File: src/rtl/fp32_to_int32.sv
// fp32_to_int32: multi-cycle IEEE-754 single to signed int32 converter, round-to-nearest-even
module fp32_to_int32 #(
    parameter int STEP = 1
) (
    input  logic        clk,
    input  logic        rst_n,
    input  logic        in_valid,
    output logic        in_ready,
    input  logic [31:0] in_data,
    output logic        out_valid,
    input  logic        out_ready,
    output logic [31:0] out_data,
    output logic        out_invalid,
    output logic        out_inexact
);
    localparam logic [1:0] IDLE = 2'd0, SHIFT = 2'd1, ROUND = 2'd2, OUT = 2'd3;
    logic [1:0]  state;
    logic        held, left, guard, sticky, s, exact, big;
    logic [31:0] op, acc, mask, mag;
    logic [4:0]  rem, sh, n;
    logic [7:0]  e;
    logic [23:0] m;
    assign in_ready  = state == IDLE && !held;
    assign out_valid = state == OUT;
    // unpack the latched operand, size the next shift step and form the rounded magnitude
    always_comb begin
        s     = op[31];
        e     = op[30:23];
        m     = {e != 8'd0, op[22:0]};
        n     = (e >= 8'd150) ? 5'(e - 8'd150) : 5'(8'd150 - e);
        exact = s && e == 8'd158 && op[22:0] == 23'd0;
        big   = e >= 8'd158 && !exact;
        sh    = (rem < 5'(STEP)) ? rem : 5'(STEP);
        mask  = (32'd1 << sh) - 32'd1;
        mag   = acc + {31'd0, guard & (sticky | acc[0])};
    end
    // capture, classify, denormalize, round and hold the result until it is taken
    always_ff @(posedge clk or negedge rst_n) begin
        if (!rst_n) begin
            state       <= IDLE;
            held        <= 1'b0;
            op          <= '0;
            acc         <= '0;
            rem         <= '0;
            left        <= 1'b0;
            guard       <= 1'b0;
            sticky      <= 1'b0;
            out_data    <= '0;
            out_invalid <= 1'b0;
            out_inexact <= 1'b0;
        end else begin
            case (state)
                IDLE: if (held) begin
                    held   <= 1'b0;
                    acc    <= {8'd0, m};
                    rem    <= n;
                    left   <= e >= 8'd150;
                    guard  <= 1'b0;
                    sticky <= 1'b0;
                    if (e == 8'd255 && op[22:0] != 23'd0) begin
                        out_data    <= 32'h7FFF_FFFF;
                        out_invalid <= 1'b1;
                        out_inexact <= 1'b0;
                        state       <= OUT;
                    end else if (big) begin
                        out_data    <= s ? 32'h8000_0000 : 32'h7FFF_FFFF;
                        out_invalid <= 1'b1;
                        out_inexact <= 1'b0;
                        state       <= OUT;
                    end else if (exact) begin
                        out_data    <= 32'h8000_0000;
                        out_invalid <= 1'b0;
                        out_inexact <= 1'b0;
                        state       <= OUT;
                    end else if (e < 8'd126) begin
                        out_data    <= '0;
                        out_invalid <= 1'b0;
                        out_inexact <= |op[30:0];
                        state       <= OUT;
                    end else begin
                        state <= (n == 5'd0) ? ROUND : SHIFT;
                    end
                end else if (in_valid) begin
                    op   <= in_data;
                    held <= 1'b1;
                end
                SHIFT: begin
                    acc <= left ? acc << sh : acc >> sh;
                    if (!left) begin
                        guard  <= |(acc & (32'd1 << (sh - 5'd1)));
                        sticky <= sticky | guard | (|(acc & (mask >> 1)));
                    end
                    rem <= rem - sh;
                    if (rem == sh) state <= ROUND;
                end
                ROUND: begin
                    out_data    <= s ? -mag : mag;
                    out_invalid <= 1'b0;
                    out_inexact <= guard | sticky;
                    state       <= OUT;
                end
                OUT: if (out_ready) begin
                    out_invalid <= 1'b0;
                    out_inexact <= 1'b0;
                    state       <= IDLE;
                end
                default: state <= IDLE;
            endcase
        end
    end
endmodule

File: config.mk
export PLATFORM = sky130hd
export DESIGN_NAME = fp32_to_int32
export DESIGN_NICKNAME = d
export VERILOG_FILES = /design/src/rtl/fp32_to_int32.sv
export SDC_FILE = /design/constraint.sdc
export NUM_CORES = 1
export LEC_CHECK = 0
export ABC_CLOCK_PERIOD_IN_PS = 4300
export CORE_MARGIN = 4
export CORE_UTILIZATION = 40
export CTS_CLUSTER_DIAMETER = 100
export DETAILED_ROUTE_END_ITERATION = 8
export HOLD_SLACK_MARGIN = 0.15
export PLACE_DENSITY_LB_ADDON = 0.3
export SETUP_SLACK_MARGIN = 0.02
export SYNTH_ARGS = -nofsm -noshare
export SYNTH_HDL_FRONTEND = slang
export SYNTH_SLANG_ARGS = --single-unit
export TNS_END_PERCENT = 30
File: constraint.sdc
create_clock -name clk -period 4.3 [get_ports clk]
set_clock_uncertainty 0.15 [all_clocks]
set_input_delay 0.645 -clock clk [delete_from_list [all_inputs] [get_ports clk]]
set_output_delay 0.645 -clock clk [all_outputs]
set_load 0.01 [all_outputs]
==> results.cfg, run 1 <==
[cells_and_area]
drive_gt1_share_pct = 11.8
syn_to_final_growth_pct = 14.5
final_nets = 967
diodes = 0
final_area_mm2 = 0.00888

[critical_path]
crit_type = reg2reg
rr_worst_depth = 10
cp_cell_sequence = and2_1 > ha_1 > nand2_2 > nor4_2 > mux2i_1 > nand2_1 > or4_4 > o41a_1 > o2111a_1 > nor4_2
critPathArrivalTime_ns = 3.98
worst_r2r_endpoint = out_data[29]
crit_fanout = 11
ff2ff_setup_slack_ns = 0.43
crit_path_start = acc[0]
cp_num_buf_inv = 0
endpoint_kind = register
cpMaxStageDelayCell = or4_4
startpoint_type = register
max_stage_delay_ns = 0.62
r2r-start = acc[0]
critPathMostFrequentCell = nor4_2
path_delay_family = simple AND/OR/NAND/NOR gates
cp.required_ns = 4.42
crit_end = out_data[29]
cp.depth = 10

[clock_network]
cts_tree = done
clk_pin_slew_worst_paths_ns = 0.08
clockBufferDepth = 2
root_buffer = clkbuf_16
cts_buffers = 9
cts.sinks = 109
h-tree-depth = 3
clk_latency_ns = 0.37

[power]
power_frac_clock_pct = 11.8
p_per_area_mw_per_mm2 = 798
seqPwrFrac_pct = 31.7
sw_frac_of_total_pct = 47.4
p_leak_nw = 3.39
switchingPower_mw = 3.36
intPower_mw = 3.73
power_frac_comb_pct = 56.5
vdd_drop_max_v = 0.000343

[run_status]
status = completed

[floorplanning]
die_y_um = 147
num_io_pins = 72
fp.dieArea_mm2 = 0.0217
start_util_pct = 41.1
fp.coreArea_mm2 = 0.0189
rows = 50
die_w_um = 147

[synthesis]
yosysUniqueCellTypes = 81
synth_commonest_cells = 109 x dfrtp_1, 97 x a21oi_1, 78 x nor2_1
synth_top_area_cell = dfrtp_1
synth_warnings = 0
syn_avg_cell_area_um2 = 8.71
ys_dominant_reg_cell = dfrtp_1
synth-seq-cells = 109
synth_nets = 943
async_flop_share_pct = 100
synth_area_mm2 = 0.00776
synthCells = 891
yosysTopAreaCellShare_pct = 35.1
synth_area_leaders = dfrtp_1 35%, a21oi_1 6.3%, mux2_2 5.1%, mux2i_1 4.8%, xnor2_1 4.3%
synth-edff-count = 0
yosysSeqAreaShare_pct = 35.1
synth.most_common_cell = dfrtp_1

[timing]
period_minus_slack_ns = 3.87
setup_viol = 0
relSlewSlack_pct = 46.3
fin_setup_tns_ns = 0
drv_slew = 0
fin_crit_sh_pct = 89.9
tightest_slew_ns = 0.803
hold_viol_final = 0
rsz0062_at_grt = no
max_freq_mhz = 259

[global_route]
antenna_found_initial = 0
track_usage_pct = 18.6
grt_overflow = 0
grt_max_degree = 46
grt_first_pass_wirelength_um = 32900
first_global_vias = 6157

[placement]
dpl_cell_area_mm2 = 0.00858
gp_congestion = 0.919
hpwlAfterDp_um = 14600
portBuffers = 71

[detailed_routing]
drt_iter0_drc = 444
viasPerCell = 5.71
drt_pass1_iterations = 8
wl_per_cell_um = 17.1
wl_um = 20200
drc = 0
num_vias = 6741
ant_nets = 0

[worst_hold_path]
hold_class = reg2reg
hold_path_depth = 1

[flow_run]
max_cap_viol_count = 0
==> cell usage in the layout, fill, tap and decap left out, types with 16 or more instances in the layout <==
cell and n:
o22ai_1 25, mux2_2 35, nand3_1 24, buf_4 21, a21oi_1 97, o21ai_0 51
inv_1 21, xnor2_1 38, clkdlybuf4s50_1 70, dfrtp_1 109, nor2_1 78, nand2_1 56
nor4_1 18, ha_1 16, nor3_1 22, mux2i_1 37, nand4_1 17
==> power by group through the flow <==
stage / registers, mW / logic (mW) / clock network, mW
finish: 2.25 / 4.01 / 0.836
global route: 2.35 / 4.46 / 0.895
CTS: 2.24 / 4.00 / 0.859
detailed placement: 2.26 / 3.98 / 0
global placement: 2.25 / 3.93 / 0
floorplan: 1.91 / 3.19 / 0
==> worst min path at each step <==
stage | start | endpoint | slack (ns)
floorplan | rst_n | acc[0] | 0.20
global placement | out_inexact | out_inexact | 0.32
detailed placement | out_inexact | out_inexact | 0.31
CTS | out_inexact | out_inexact | 0.33
global route | out_inexact | out_inexact | 0.36
finish | out_inexact | out_inexact | 0.33
==> state kept, by name (all words and copies together), names as in the netlist <==
name / count
state: 2
acc: 32
rem: 5
held: 1
op: 32
sticky: 1
guard: 1
out_inexact: 1
left: 1
out_data: 32
out_invalid: 1
==> cells by family (layout without fill, tap and decap cells) <==
family	after synthesis	after routing	synth area share, %
simple gates	281	281	19.2
compound gates	261	261	21.2
flops	109	109	35.2
buf+inv	101	130	5.80
mux	72	72	9.85
xor+xnor	51	51	6.19
fa+ha+maj	16	16	2.58
==> final cells by class <==
| cell class | count | area [µm²] |
|---|---|---|
| Sequential cell | 109 | 2730 |
| Timing Repair Buffer | 92 | 868 |
| Multi-Input combinational cell | 681 | 4590 |
| Tap cell | 260 | 325 |
| Clock buffer | 10 | 229 |
| Clock inverter | 6 | 60.1 |
| Fill cell | 1887 | 10000 |
| Inverter | 22 | 82.6 |
==> repair_timing <==
| item | CTS | global route |
|---|---|---|
| setup endpoints to repair | 0 | 1 |
| setup buffers | 0 | 0 |
| hold buffers | 1 | 0 |
| gates resized for setup | 0 | 1 |
| hold endpoints to repair | 29 | 0 |
==> worst reg2reg max path, stage by stage (launching register included) <==
cell      delay (ns)
dfrtp_1         0.52
and2_1          0.19
ha_1            0.34
nand2_2         0.19
nor4_2          0.43
mux2i_1         0.32
nand2_1         0.11
or4_4           0.62
o41a_1          0.38
o2111a_1        0.25
nor4_2          0.26
==> layer usage <==
layer	GRT usage [%]	up-vias	share of wire [%]
met5	0	-	0
met4	4.43	0	1.2
met3	3.24	21	5.2
met2	28.1	175	44
met1	27.6	3218	49
li1	-	3327	-
==> stage by stage <==
step / setup WS, ns / hold WS [ns] / power [mW] / std cells / utilization (%)
after global routing: 0.0541 / 0.363 / 7.71 / 1180 / 47.0
after detailed placement: 0.330 / 0.315 / 6.24 / 1163 / 45.4
after CTS: 0.296 / 0.332 / 7.10 / 1180 / 47.0
after floorplan: 0.747 / 0.199 / 5.09 / 891 / -
after global placement: 0.463 / 0.315 / 6.18 / 1163 / 45.4
final: 0.435 / 0.331 / 7.09 / 1180 / 47.0
Note: power is estimated with default switching activity, not from simulation.
==> run 2, diff against run 1 <==
GPL_ROUTABILITY_DRIVEN = 0   (was not set)
==> results of run 2 <==
Final layout, timing and power as in run 1 (identical DEF).
==> run 3, diff against run 2 <==
CORE_UTILIZATION = 59   (was 40)
==> run 3 against run 2 <==
Net effect: sequential cell count unchanged; critical path depth unchanged; sequential power hardly changed; critical path type unchanged; routed wire length is 7.7% lower; critical endpoint unchanged.
==> results.cfg, run 3 (synthesized netlist as in run 1, its figures left out) <==
[timing]
fin_setup_tns_ns = 0
finalHoldWorstSlack_ns = 0.285
hold_viol_final = 0
max_freq_mhz = 251
fin_crit_sh_pct = 92.5
tightest_slew_ns = 0.943
relSlewSlack_pct = 37.1
drv_slew = 0
period_minus_slack_ns = 3.98
rsz0062_at_grt = no
setup_viol = 0

[power]
p_total_mw = 7.00
intPower_mw = 3.71
power_frac_clock_pct = 11.7
p_leak_nw = 3.36
seqPwrFrac_pct = 32.0
switchingPower_mw = 3.28
p_per_area_mw_per_mm2 = 802
vdd_drop_max_v = 0.000345
power_frac_comb_pct = 56.3
sw_frac_of_total_pct = 46.9

[global_route]
antenna_found_initial = 0
track_usage_pct = 25.9
grt_first_pass_wirelength_um = 31600
grt_overflow = 0
grt_max_degree = 75
first_global_vias = 6321

[floorplanning]
die_w_um = 123
fp.coreArea_mm2 = 0.0128
fp.dieArea_mm2 = 0.0151
die_y_um = 123
num_io_pins = 72
start_util_pct = 60.8
rows = 41

[clock_network]
cts_buffers = 9
cts_resized = 0
cts_tree = done
clk_pin_slew_worst_paths_ns = 0.07
root_buffer = clkbuf_16
h-tree-depth = 3
clockBufferDepth = 2
cts.sinks = 109
clk_latency_ns = 0.36
postCtsHoldBufs = 0
cts_setup_buffers = 0

[detailed_routing]
num_vias = 6901
wl_um = 18700
ant_nets = 0
drt_iter0_drc = 684
drt_pass1_iterations = 6
drc = 0
viasPerCell = 6.35
wl_per_cell_um = 17.2

[cells_and_area]
multi_input_area_mm2 = 0.00459
nFillCells = 1024
utilization_pct = 68.3
drive_gt1_share_pct = 11.3
final_cell_mix = 109 x dfrtp_1, 97 x a21oi_1, 78 x nor2_1
layout_commonest_cell = dfrtp_1
register_area_mm2 = 0.00273
final_nets = 961
syn_to_final_growth_pct = 12.4
reg_top3 = acc (32), op (32), out_data (32)
diodes = 0

[worst_hold_path]
hold_class = in2async

[critical_path]
endpoint_kind = register
startpoint_type = register
cp.required_ns = 4.41
critPathArrivalTime_ns = 4.09
crit_type = reg2reg
rr_worst_depth = 10
crit_fanout = 11

[run_status]
status = completed

[flow_run]
max_cap_viol_count = 0

[placement]
hpwlAfterDp_um = 13400
portBuffers = 71
-- run 3: worst paths after layout --
kind | start | to | slack [ns]
setup / recovery | guard | out_data[29] | 0.32
hold / removal | rst_n | out_data[2] | 0.29
setup reg to reg | guard | out_data[29] | 0.32
hold reg to reg | out_inexact | out_inexact | 0.34
max in group asynchronous | rst_n | op[12] | 2.89
min in group clk | out_inexact | out_inexact | 0.34
-- run 3: per-layer routing --
layer | vias to the layer above | routed length (µm) | track usage (%)
met3 | 38 | 1020 | 3.92
met4 | 0 | 523 | 10.4
met2 | 244 | 8310 | 39.4
met5 | - | 0 | 0
met1 | 3286 | 8800 | 37.1
li1 | 3333 | - | -
-- run 3: power by group through the flow --
stage	Sequential [mW]	Combinational, mW	Clock (mW)
2_1_floorplan	1.91	3.19	0
3_3_place_gp	2.22	3.82	0
3_5_place_dp	2.24	3.89	0
4_1_cts	2.22	3.92	0.834
5_1_grt	2.33	4.38	0.869
6_report	2.24	3.94	0.818
-- run 3: critical path, stage by stage (launching register included) --
cell	delay (ns)
dfrtp_1	0.51
and2_1	0.18
ha_1	0.34
nand2_2	0.19
nor4_1	0.54
mux2i_1	0.34
nand2_1	0.10
or4_4	0.62
o41a_1	0.38
o2111a_1	0.26
nor4_2	0.26
-- run 3: layout make-up --
type / instances / area share (%)
tap: 172 / 2.47
clock buffer: 11 / 2.78
multi-input combinational: 681 / 52.6
timing repair buffer: 86 / 9.41
clock inverter: 5 / 0.517
inverter: 22 / 0.947
sequential: 109 / 31.3
-- run 3: per-stage QoR --
step	worst slack [ns]	cell area, µm²	std cells
floorplan	0.747	7760	891
global placement	0.456	8430	1070
detailed placement	0.364	8430	1070
CTS	0.335	8720	1086
global route	0.0674	8720	1086
finish	0.321	8720	1086
